`config.mk`:
```
export PLATFORM = sky130hd
export DESIGN_NAME = fetch_hazard_ctrl
export DESIGN_NICKNAME = d
export VERILOG_FILES = /design/src/rtl/fetch_ctrl_defs.sv /design/src/rtl/hazard_detect.sv /design/src/rtl/fetch_hazard_ctrl.sv
export SDC_FILE = /design/constraint.sdc
export NUM_CORES = 1
export LEC_CHECK = 0
export ABC_AREA = 0
export BUFFER_PORTS_ARGS = -buffer_cell sky130_fd_sc_hd__buf_4
export CORE_UTILIZATION = 31
export DETAILED_ROUTE_END_ITERATION = 12
export GPL_ROUTABILITY_DRIVEN = 0
export HOLD_SLACK_MARGIN = 0.1
export PLACE_DENSITY = 0.84
export SLEW_MARGIN = 30
export SYNTH_ARGS = -nofsm -noshare
export SYNTH_HDL_FRONTEND = slang
export SYNTH_HIERARCHICAL = 1
export SYNTH_SLANG_ARGS = --single-unit
```
`constraint.sdc`:
```
create_clock -name clk -period 1.6 [get_ports clk]
set_input_delay 0 -clock clk [delete_from_list [all_inputs] [get_ports clk]]
set_output_delay 0 -clock clk [all_outputs]
set_load 0.02 [all_outputs]
```
`src/rtl/fetch_ctrl_defs.sv`:
```
// Shared definitions for the fetch-stage sequencing controller: opcodes,
// instruction field extraction, FSM state encoding and the control bundle.
package fetch_ctrl_defs;

   localparam logic [3:0] OPC_LOAD = 4'h8;
   localparam logic [3:0] OPC_JMP  = 4'hC;
   localparam logic [3:0] OPC_HALT = 4'hF;

   typedef enum logic [1:0] {
      RUN      = 2'd0,
      LU_STALL = 2'd1,
      FLUSH2   = 2'd2,
      HALT     = 2'd3
   } state_e;

   typedef struct packed {
      logic       stall;
      logic       stall_pm;
      logic       pc_mux_sel;
      logic [7:0] jmp_loc;
      logic       flush_ifid;
      logic       bubble_idex;
      logic       halted;
   } ctrl_t;

   // Field layout: op[23:20] rd[19:16] rs1[15:12] rs2[11:8] imm[7:0]
   function automatic logic [3:0] f_op(input logic [23:0] ins);
      return ins[23:20];
   endfunction

   function automatic logic [3:0] f_rd(input logic [23:0] ins);
      return ins[19:16];
   endfunction

   function automatic logic [3:0] f_rs1(input logic [23:0] ins);
      return ins[15:12];
   endfunction

   function automatic logic [3:0] f_rs2(input logic [23:0] ins);
      return ins[11:8];
   endfunction

   function automatic logic [7:0] f_imm(input logic [23:0] ins);
      return ins[7:0];
   endfunction

endpackage

```
`src/rtl/hazard_detect.sv`:
```
// Load-use comparator: a load in decode whose destination feeds a source
// operand of the instruction leaving fetch. Register 0 never hazards.
module hazard_detect
   import fetch_ctrl_defs::*;
#(
   parameter logic [3:0] OP_LOAD = OPC_LOAD
) (
   input  logic [23:0] ins_id,
   input  logic [23:0] ins_if,
   output logic        lu_hit
);

   logic [3:0] w_rd;
   logic       w_unused_bits;

   assign w_rd   = f_rd(ins_id);
   assign lu_hit = (f_op(ins_id) == OP_LOAD) && (w_rd != 4'd0) &&
                   ((w_rd == f_rs1(ins_if)) || (w_rd == f_rs2(ins_if)));

   assign w_unused_bits = ^{ins_id[15:0], ins_if[23:16], ins_if[7:0]};

endmodule

```
`src/rtl/fetch_hazard_ctrl.sv`:
```
// Fetch sequencing controller: resolves load-use stalls, ID jumps, EX taken
// branches and HALT into Mealy PC-control outputs plus pipeline flush strobes.
module fetch_hazard_ctrl
   import fetch_ctrl_defs::*;
#(
   parameter int         LOAD_USE_CYCLES = 1,
   parameter logic [3:0] OP_LOAD         = OPC_LOAD,
   parameter logic [3:0] OP_JMP          = OPC_JMP,
   parameter logic [3:0] OP_HALT         = OPC_HALT
) (
   input  logic        clk,
   input  logic        reset,
   input  logic [23:0] ins_if,
   input  logic [23:0] ins_id,
   input  logic        ex_br_valid,
   input  logic        ex_br_taken,
   input  logic [7:0]  ex_br_target,
   input  logic        resume,
   output logic        Stall,
   output logic        Stall_pm,
   output logic        pc_mux_sel,
   output logic [7:0]  jmp_loc,
   output logic        flush_ifid,
   output logic        bubble_idex,
   output logic        halted
);

   localparam logic [1:0] LU_INIT = 2'(LOAD_USE_CYCLES - 1);

   state_e     r_state, w_next_state;
   logic [1:0] r_cnt, w_next_cnt;
   ctrl_t      w_ctrl, w_out;
   logic       w_lu_hit, w_br, w_unused_bits;
   logic [3:0] w_id_op;

   hazard_detect #(.OP_LOAD(OP_LOAD)) u_hazard_detect (
      .ins_id (ins_id),
      .ins_if (ins_if),
      .lu_hit (w_lu_hit)
   );

   assign w_br          = ex_br_valid & ex_br_taken;
   assign w_id_op       = f_op(ins_id);
   assign w_unused_bits = ^ins_id[15:8];

   // NOTE: every signal written here gets a default first, so no path leaves it unassigned (no latch).
   always_comb begin
      w_next_state = r_state;
      w_next_cnt   = r_cnt;
      w_ctrl       = '0;
      case (r_state)
         RUN: begin
            if (w_br) begin
               w_ctrl.pc_mux_sel  = 1'b1;
               w_ctrl.jmp_loc     = ex_br_target;
               w_ctrl.flush_ifid  = 1'b1;
               w_ctrl.bubble_idex = 1'b1;
               w_next_state       = FLUSH2;
            end else if (w_id_op == OP_JMP) begin
               w_ctrl.pc_mux_sel  = 1'b1;
               w_ctrl.jmp_loc     = f_imm(ins_id);
               w_ctrl.flush_ifid  = 1'b1;
            end else if (w_id_op == OP_HALT) begin
               w_ctrl.stall       = 1'b1;
               w_ctrl.stall_pm    = 1'b1;
               w_ctrl.flush_ifid  = 1'b1;
               w_next_state       = HALT;
            end else if (w_lu_hit) begin
               w_ctrl.stall       = 1'b1;
               w_ctrl.stall_pm    = 1'b1;
               w_ctrl.bubble_idex = 1'b1;
               w_next_cnt         = LU_INIT;
               w_next_state       = (LOAD_USE_CYCLES == 1) ? RUN : LU_STALL;
            end
         end
         LU_STALL: begin
            if (w_br) begin
               w_ctrl.pc_mux_sel  = 1'b1;
               w_ctrl.jmp_loc     = ex_br_target;
               w_ctrl.flush_ifid  = 1'b1;
               w_ctrl.bubble_idex = 1'b1;
               w_next_cnt         = 2'd0;
               w_next_state       = FLUSH2;
            end else begin
               w_ctrl.stall       = 1'b1;
               w_ctrl.stall_pm    = 1'b1;
               w_ctrl.bubble_idex = 1'b1;
               w_next_cnt         = r_cnt - 2'd1;
               // Exit once the decremented count hits zero: LOAD_USE_CYCLES stalls in total.
               w_next_state       = (r_cnt <= 2'd1) ? RUN : LU_STALL;
            end
         end
         FLUSH2: begin
            w_ctrl.flush_ifid  = 1'b1;
            w_ctrl.bubble_idex = 1'b1;
            w_next_state       = RUN;
            if (w_br) begin
               w_ctrl.pc_mux_sel = 1'b1;
               w_ctrl.jmp_loc    = ex_br_target;
               w_next_state      = FLUSH2;
            end
         end
         HALT: begin
            w_ctrl.stall       = 1'b1;
            w_ctrl.stall_pm    = 1'b1;
            w_ctrl.halted      = 1'b1;
            w_ctrl.bubble_idex = 1'b1;
            if (resume) begin
               w_ctrl.flush_ifid = 1'b1;
               w_next_state      = RUN;
            end
         end
         default: w_next_state = RUN;
      endcase
   end

   // Outputs are combinational from inputs too, so reset must mask them directly.
   assign w_out       = reset ? '0 : w_ctrl;
   assign Stall       = w_out.stall;
   assign Stall_pm    = w_out.stall_pm;
   assign pc_mux_sel  = w_out.pc_mux_sel;
   assign jmp_loc     = w_out.jmp_loc;
   assign flush_ifid  = w_out.flush_ifid;
   assign bubble_idex = w_out.bubble_idex;
   assign halted      = w_out.halted;

   // NOTE: sequential state uses non-blocking assignments so all registers update together at the edge.
   always_ff @(posedge clk or posedge reset) begin
      if (reset) begin
         r_state <= RUN;
         r_cnt   <= 2'd0;
      end else begin
         r_state <= w_next_state;
         r_cnt   <= w_next_cnt;
      end
   end

endmodule

```
# Word-level counts from Yosys, hierarchy flattened
# Cells that the tools add are included.
# word_totals
ff_bits	4
out_inout_bits	14
rom_bits	0
latchBits	0
memories	0
ram_bits	0
# op_classes
n_reduce_logical	8
eq_ne	15
shifts	0
n_div	0
mul	0
order_cmp	1
bitwise_logic	1
addsub	1
mux	34
# ops
operator	n
$mux W2	16
$pmux W9 S3	1
$mux W9	2
$pmux W2 S4	2
$mux W14	1
$eq A4 B4 Y1 const B	3
$mux W11	1
$mux W10	1
$eq A4 B4 Y1	2
$mux W1	8
$ne A2 B2 Y1 const B	4
$pmux W2 S3	1
$reduce_and A5 Y1	1
$eq A2 B2 Y1 const B	2
$ne A4 B3 Y1 const B	1
$pmux W2 S2	1
$reduce_bool A4 Y1	1
$ne A3 B3 Y1 const B	1
$reduce_and A3 Y1	1
$eq A2 B1 Y1 const B	1
$le A2 B1 Y1 const B	1
$logic_and A1 B1 Y1	2
$logic_not A2 Y1	1
$ne A2 B1 Y1 const B	1
other kinds (4)	4

# Logic depth before layout (Yosys ltp)
# Gate-level depths: netlist of run 1.
# depth
ltp_word	9
mapped_depth	7
mapped_depth_nobuf	6

# Cells and area by module
# Netlist of run 1, hierarchy kept.
# modules_own_cells
module	seq_area_each_um2	instances	area_per_inst_um2	cells_each
fetch_hazard_ctrl	100.1	1	471.7	59
hazard_detect	0.0	1	111.4	13

# Worst setup path before layout of run 1
# Ideal clock, no wire load.
# synth_timing
kind	reg-to-output
start	register r_state[1]
end	output Stall_pm
path_stages_with_launch	7
t_arrival_ps	1607
setup_slack_ps	-7
cell_sequence	dfrtp_1 > buf_6 > a21o_4 > or4b_1 > o31ai_1 > a221o_2 > buf_4
# synth_via
elab_chain_cells	3
word_cells_on_any_way	5
# synth_rtl
item	line_no	text
start, declared	fetch_hazard_ctrl.sv:30	state_e r_state, w_next_state;
start signal, assigned	fetch_hazard_ctrl.sv:133	r_state <= w_next_state;
$eq A2 B2 Y1 (tied with other cells)	fetch_hazard_ctrl.sv:51	case (r_state)
$pmux W2 S3 *	fetch_hazard_ctrl.sv:51	
$mux W14 *	fetch_hazard_ctrl.sv:118	assign w_out = reset ? '0 : w_ctrl;
end, declared	fetch_hazard_ctrl.sv:20	output logic Stall_pm,
# Every way passes the cells marked *; elsewhere a longest branch is shown, timed or not.

# Worst setup path in the final report of run 1
# layout_timing
start	register r_state[1]
end	output Stall
# layout_via
elab_chain_cells	3
word_cells_on_any_way	5
# layout_rtl
item	line_no	text
$eq A2 B2 Y1 (tied with other cells)	fetch_hazard_ctrl.sv:51	
$pmux W2 S3 *	fetch_hazard_ctrl.sv:51	
$mux W14 *	fetch_hazard_ctrl.sv:118	
end, declared	fetch_hazard_ctrl.sv:19	output logic Stall,
# Marked as above.

==> results of run 1 <==
-- layout by cell type (no fill, tap or decap), types with 2 or more instances in the layout --
| cell | instances |
|---|---|
| buf_4 | 54 |
| a22o_1 | 8 |
| xnor2_1 | 8 |
| a21oi_1 | 6 |
| nor2_1 | 5 |
| nand2_1 | 4 |
| dlygate4sd3_1 | 4 |
| o21ai_0 | 3 |
| nand3_1 | 3 |
| inv_1 | 3 |
| clkbuf_4 | 3 |
| dfrtp_1 | 3 |
| nor4_1 | 2 |
| buf_6 | 2 |
| nand4_1 | 2 |
-- metrics by stage --
step | worst slack (ps) | utilization [%]
after CTS | -100.8 | 60.93
after detailed placement | 128.8 | 56.92
after global placement | 157.8 | 56.92
after floorplan | 10.74 | -
final | -121.5 | 63.08
after global routing | -164.0 | 63.08
-- worst max-delay path: cells and delay by family, from the launching register on --
kind | cells | cell delay (ps)
AND/OR/NAND/NOR | 1 | 500
AO/OA/AOI/OAI | 3 | 480
flip-flops | 1 | 390
buffers and inverters | 1 | 120
-- worst max path at each step --
stage / from / to / slack [ps] / cells past startpoint
floorplan: r_state[1]$_DFFE_PP0P_ / Stall_pm / 10 / 6
global placement: r_state[1]$_DFFE_PP0P_ / Stall_pm / 160 / 5
detailed placement: r_state[1]$_DFFE_PP0P_ / Stall / 130 / 5
CTS: r_state[1]$_DFFE_PP0P_ / Stall / -100 / 5
global route: r_state[1]$_DFFE_PP0P_ / Stall_pm / -160 / 5
finish: r_state[1]$_DFFE_PP0P_ / Stall / -120 / 5
-- registers in the layout, summed over array words and instances, names as in the netlist --
| name | cells |
|---|---|
| r_cnt | 2 |
| r_state | 2 |
-- cell families (layout without fill, tap and decap cells) --
family | Yosys count | in the layout | share of synthesized area (%)
AO/OA/AOI/OAI | 27 | 27 | 35.41
AND/OR/NAND/NOR | 23 | 23 | 23.39
XOR/XNOR | 9 | 9 | 13.52
buffers and inverters | 7 | 66 | 6.438
flip-flops | 4 | 4 | 17.17
adder cells (fa/ha/maj) | 1 | 1 | 2.146
multiplexers | 1 | 1 | 1.931
-- Yosys cell counts, drive strengths merged --
library cell / number / area [um^2]
or4b: 1 / 10.01
a22oi: 1 / 7.510
a21o: 1 / 15.01
nand2b: 1 / 6.260
o21bai: 1 / 7.510
and3: 1 / 6.260
ha: 1 / 12.51
nor3b: 2 / 20.02
nand4: 2 / 12.51
nor2: 5 / 18.77
xor2: 1 / 8.760
o2bb2ai: 1 / 8.760
o41ai: 1 / 8.760
a22o: 8 / 70.07
nor4: 2 / 12.51
nand3: 3 / 15.01
xnor2: 8 / 70.07
nand2: 4 / 15.01
clkbuf: 2 / 7.510
inv: 3 / 11.26
dfrtp: 4 / 100.1
o221a: 1 / 11.26
o21ai: 3 / 15.01
o32ai: 1 / 8.760
a21oi: 7 / 35.03
buf: 2 / 18.77
a221o: 1 / 11.26
o31ai: 1 / 7.510
mux2: 1 / 11.26
nor4b: 1 / 15.01
nor3: 1 / 5.000
-- layer usage --
metal / share of wire (%) / vias to the layer above / GRT usage, %
li1: - / 394 / -
met1: 40 / 392 / 24.15
met2: 54 / 29 / 38.26
met3: 5.4 / 0 / 1.587
met4: 0 / 0 / 5.455
met5: 0 / - / 0
-- layout make-up --
| class | count | area (um^2) |
|---|---|---|
| timing repair buffer | 60 | 467.9 |
| sequential | 4 | 101.3 |
| tap | 25 | 31.28 |
| multi-input combinational | 61 | 466.7 |
| fill | 155 | 644.4 |
| clock buffer | 3 | 22.52 |
| inverter | 3 | 11.26 |
-- repair_timing --
action | in CTS | in global routing
endpoints found under the hold margin | 6 | 0
pin swaps | 2 | 2
gates resized for setup | 0 | 7
endpoints found under the setup margin | 4 | 10
hold buffers | 4 | 0
setup buffers | 1 | 1
-- power by group through the flow --
stage	clock (mW)	combinational, mW	sequential, mW
2_1_floorplan	0	0.253	0.140
3_3_place_gp	0	0.382	0.147
3_5_place_dp	0	0.400	0.148
4_1_cts	0.132	0.428	0.147
5_1_grt	0.136	0.477	0.154
6_report	0.127	0.444	0.149
==> out/qor.txt, run 1 <==
status: finished, violations left
violated checks: negative setup slack
vias after detailed routing: 815
setup ws final: -121.5 ps
Design Area, Final: 1101 um^2
Design Power: 0.7208 mW
Area Growth Syn to Fin: 88.84%
Worst Path Required: 1600 ps
worst flop-to-flop path startpoint: r_state[1]$_DFFE_PP0P_
Yosys reg bits: 4
Comb pwr share: 61.6%
I/O Buffers: 50
Sinks on Clock Net: 4
routed wire length: 2.185 mm
Max IR drop VDD: 679.6 uV
fin cells: 156
hold depth: 3
grt total ovfl: 0
pwr/cell area: 654.6 nW/um^2
I/O pins: 75
Slew Limit Headroom: 70.17%
CTS buffer count: 3
Clock transition at path regs: 40 ps
Max-Cap Viols: 0
Leak: 0.5143 nW
Clock Latency Late Sink: 230 ps
global-route wire length before repair: 3.091 mm
Setup CP Type: flop to primary output
Syn Nets: 134
clock skew: 0.8468 ps
Cell Rows: 15
Core Region: 1745 um^2
Final period util: 107.6%
First-pass DRT Iterations: 4
sum of negative setup slack: -317.4 ps
Worst Hold Class: input pin to flop
min Tclk post-route: 1722 ps
Max FO, Critical Path: 2
CP endpoint kind: primary output
sequential share of power: 20.7%
P_int: 0.4345 mW
Worst setup SP type: flop
n_diodes: 0
Post-DP HPWL: 1.644 mm
synthesized area: 583.1 um^2
largest net degree at the start of global routing: 10
initial core utilization: 33.41%
placed cell areas: 993.5 um^2
worst-path cell chain: a21o_4 -> or4b_4 -> o31ai_4 -> a221o_2 -> buf_6
Fmax: 580.9 MHz
crit path DAT: 1720 ps
Max stage delay on crit path: 500 ps
final slew viol count: 0
Hold Startpoint: ins_id[20]
Routed Antenna Nets: 0
Via density: 5.224
Net Sw Power: 0.2863 mW
unrepaired setup endpoints after global routing: true
Clock power frac: 17.7%
Die Area: 2058 um^2
Placed Instances: 147
die height: 45.37 um
endpoints failing setup: 10
reg-to-reg setup timing slack: 370 ps
CTS max path bufs: 2
Synth cell types: 33
TritonCTS clock tree: done
YS warnings: 6
r2r worst-path depth: 4
reg-to-reg endpoint: r_state[0]$_DFFE_PP0P_
Initial DRC Count: 17
DRC: 0
post-synthesis instance total: 72
share of cells above drive strength 1: 52.67%
register area share after synthesis: 17.17%
Layout Nets: 195
syn avg cell area: 8.098 um^2
WHS Endpoint: r_state[0]$_DFFE_PP0P_
vias in the first global route: 751
final hold violations: 0
H-tree depth: 1
Tot GR Track Use: 20.23%
Worst-Margin Slew: 442.8 ps
worst-path cell with the longest stage delay: or4b_4
hold_ws: 132.9 ps
die width: 45.37 um
sw frac: 39.72%
Avg WL per Cell: 14.01 um
root buf cell: clkbuf_4
initial antenna violation count: 0
Power figures use the tool's default switching activity.
==> inputs of run 2 (changes only) <==
--- a/config.mk
+++ b/config.mk
@@ -7,11 +7,12 @@
 export LEC_CHECK = 0
 export ABC_AREA = 0
 export BUFFER_PORTS_ARGS = -buffer_cell sky130_fd_sc_hd__buf_4
-export CORE_UTILIZATION = 31
+export CORE_UTILIZATION = 32
+export CTS_BUF_LIST = sky130_fd_sc_hd__clkbuf_8
 export DETAILED_ROUTE_END_ITERATION = 12
 export GPL_ROUTABILITY_DRIVEN = 0
 export HOLD_SLACK_MARGIN = 0.1
-export PLACE_DENSITY = 0.84
+export PLACE_DENSITY = 0.86
 export SLEW_MARGIN = 30
 export SYNTH_ARGS = -nofsm -noshare
 export SYNTH_HDL_FRONTEND = slang
==> run 2 against run 1 <==
The flow still finishes with violations (negative setup slack). Sequential share of layout area is essentially flat. Largest cell class unchanged. Final area down 0.34%. Clock power increased by 67%. Clock skew grew 1.1 ps. First-iteration DRC count is 24% lower. Flip-flop and latch count stayed put. Critical endpoint is now Stall_pm. Critical path depth unchanged. Power increased by 9.3%. Via count rose by 0.74%. Worst setup slack better by 54 ps.
==> out/qor.txt, run 2 (synthesized netlist as in run 1, its figures left out) <==
crit path DAT: 1670 ps (-50 ps)
vias in the first global route: 762 (+1.5%)
sum of negative setup slack: -135.1 ps (+182.3 ps)
Avg WL per Cell: 12.95 um (-7.5%)
Layout Nets: 193 (-1.0%)
die width: 44.69 um (-1.5%)
Sinks on Clock Net: 4 (unchanged)
routed wire length: 1.995 mm (-8.7%)
placed cell areas: 993.5 um^2 (unchanged)
status: finished, violations left
Clock Latency Late Sink: 220 ps (about the same)
violated checks: negative setup slack
largest net degree at the start of global routing: 10 (unchanged)
grt total ovfl: 0 (unchanged)
Core Region: 1708 um^2 (-2.2%)
Cell Rows: 15 (unchanged)
final hold violations: 0 (unchanged)
Routed Antenna Nets: 0 (unchanged)
Max IR drop VDD: 509.1 uV (-25%)
vias after detailed routing: 821 (+0.74%)
root buf cell: clkbuf_8
Fmax: 599.7 MHz (+3.2%)
n_diodes: 0 (unchanged)
clock skew: 1.905 ps (+1.058 ps)
Design Power: 0.7876 mW (+9.3%)
Clock transition at path regs: 30 ps (about the same)
Final period util: 104.2% (-3.4 points)
die height: 44.69 um (-1.5%)
I/O pins: 75 (unchanged)
CTS buffer count: 3 (unchanged)
Placed Instances: 147 (unchanged)
TritonCTS clock tree: done
Worst Hold Class: input pin to flop
hold_ws: 111.7 ps (-21.14 ps)
Worst setup SP type: flop
Worst-Margin Slew: 340.9 ps (-101.9 ps)
most common cell after layout, fill and taps aside: buf_4
CP endpoint kind: primary output
setup ws final: -67.61 ps (+53.91 ps)
CTS max path bufs: 2 (unchanged)
Max-Cap Viols: 0 (unchanged)
Layout Utilization: 64.25% (+1.2 points)
min Tclk post-route: 1668 ps (-53.91 ps)
Slew Limit Headroom: 77.04% (+6.9 points)
Area Growth Syn to Fin: 88.20%
First-pass DRT Iterations: 4 (unchanged)
Worst Path Required: 1600 ps (about the same)
endpoints failing setup: 2 (-8)
fin cells: 154 (-1.3%)
Design Area, Final: 1097 um^2 (-0.34%)
global-route wire length before repair: 2.939 mm (-4.9%)
Tot GR Track Use: 20.18% (-0.047 points)
Leak: 0.5129 nW (-0.27%)
dpl ws: 126.1 ps (-2.710 ps)
final slew viol count: 0 (unchanged)
unrepaired setup endpoints after global routing: true
Initial DRC Count: 13 (-4)
Setup CP Type: flop to primary output
pwr/cell area: 717.8 nW/um^2 (+9.7%)
initial core utilization: 34.14% (+0.73 points)
H-tree depth: 1 (unchanged)
commonest cells after routing, fill and taps aside: buf_4, a22o_1, xnor2_1, a21oi_1, buf_6
initial antenna violation count: 0 (unchanged)
I/O Buffers: 50 (unchanged)
share of cells above drive strength 1: 52.71% (about the same)
Die Area: 1997 um^2 (-3.0%)
registers with the most flip-flops: r_cnt (2), r_state (2)
Max FO, Critical Path: 2 (unchanged)
DRC: 0 (unchanged)
Via density: 5.331 (+2.0%)
==> run 2: cell count changes in the layout (fill, tap and decap cells not counted), sizes merged <==
cell | previous run | this run
dlygate4sd3 | 4 | 1
buf | 56 | 57
==> run 2: final cells by class <==
class | instances | area [um^2]
Sequential cell | 4 | 101.3
Timing Repair Buffer | 58 | 460.4
Fill cell | 151 | 610.6
Multi-Input combinational cell | 61 | 451.7
Tap cell | 25 | 31.28
Inverter | 3 | 11.26
Clock buffer | 3 | 41.29
==> run 2: path summary, 6_finish.rpt <==
path / start / end / slack, ps / cells past startpoint
worst max register to register: r_state[1]$_DFFE_PP0P_ / r_state[0]$_DFFE_PP0P_ / 400 / 4
worst min-delay path: resume / r_state[0]$_DFFE_PP0P_ / 110 / 3
min in group asynchronous: reset / r_state[1]$_DFFE_PP0P_ / 290 / 3
worst min register to register: r_cnt[0]$_DFFE_PP0P_ / r_cnt[0]$_DFFE_PP0P_ / 600 / 2
max in group asynchronous: reset / r_state[0]$_DFFE_PP0P_ / 1100 / 3
worst max-delay path: r_state[1]$_DFFE_PP0P_ / Stall_pm / -70 / 5
==> run 2: metal layers <==
metal  wire length [um]  up-vias  share of wire, %  track usage (%)
met5                  0        -                 0                0
met4                 27        0               1.4            13.33
met3                144        4               7.2            2.041
met2               1040       43                52            35.88
met1                783      382                39            22.49
li1                   -      392                 -                -
==> run 2: critical path, stage by stage, from the launching register on <==
cell and delay [ps]:
dfrtp_1 390, a21o_4 190, or4b_1 460, o31ai_1 80, a221o_2 190, buf_4 140
==> run 2: power breakdown <==
part	internal [mW]	switching [mW]
Sequential	0.128	0.0222
Combinational	0.218	0.208
Clock	0.160	0.0517
==> run 2: repair_timing <==
| item | 4_1_cts | 5_1_grt |
|---|---|---|
| pin swaps | 1 | 3 |
| gates resized for setup | 2 | 6 |
| hold buffers | 1 | 0 |
| cloned | 0 | 0 |
| endpoints found under the hold margin | 4 | 0 |
| buffers inserted | 1 | 2 |
| endpoints found under the setup margin | 3 | 10 |
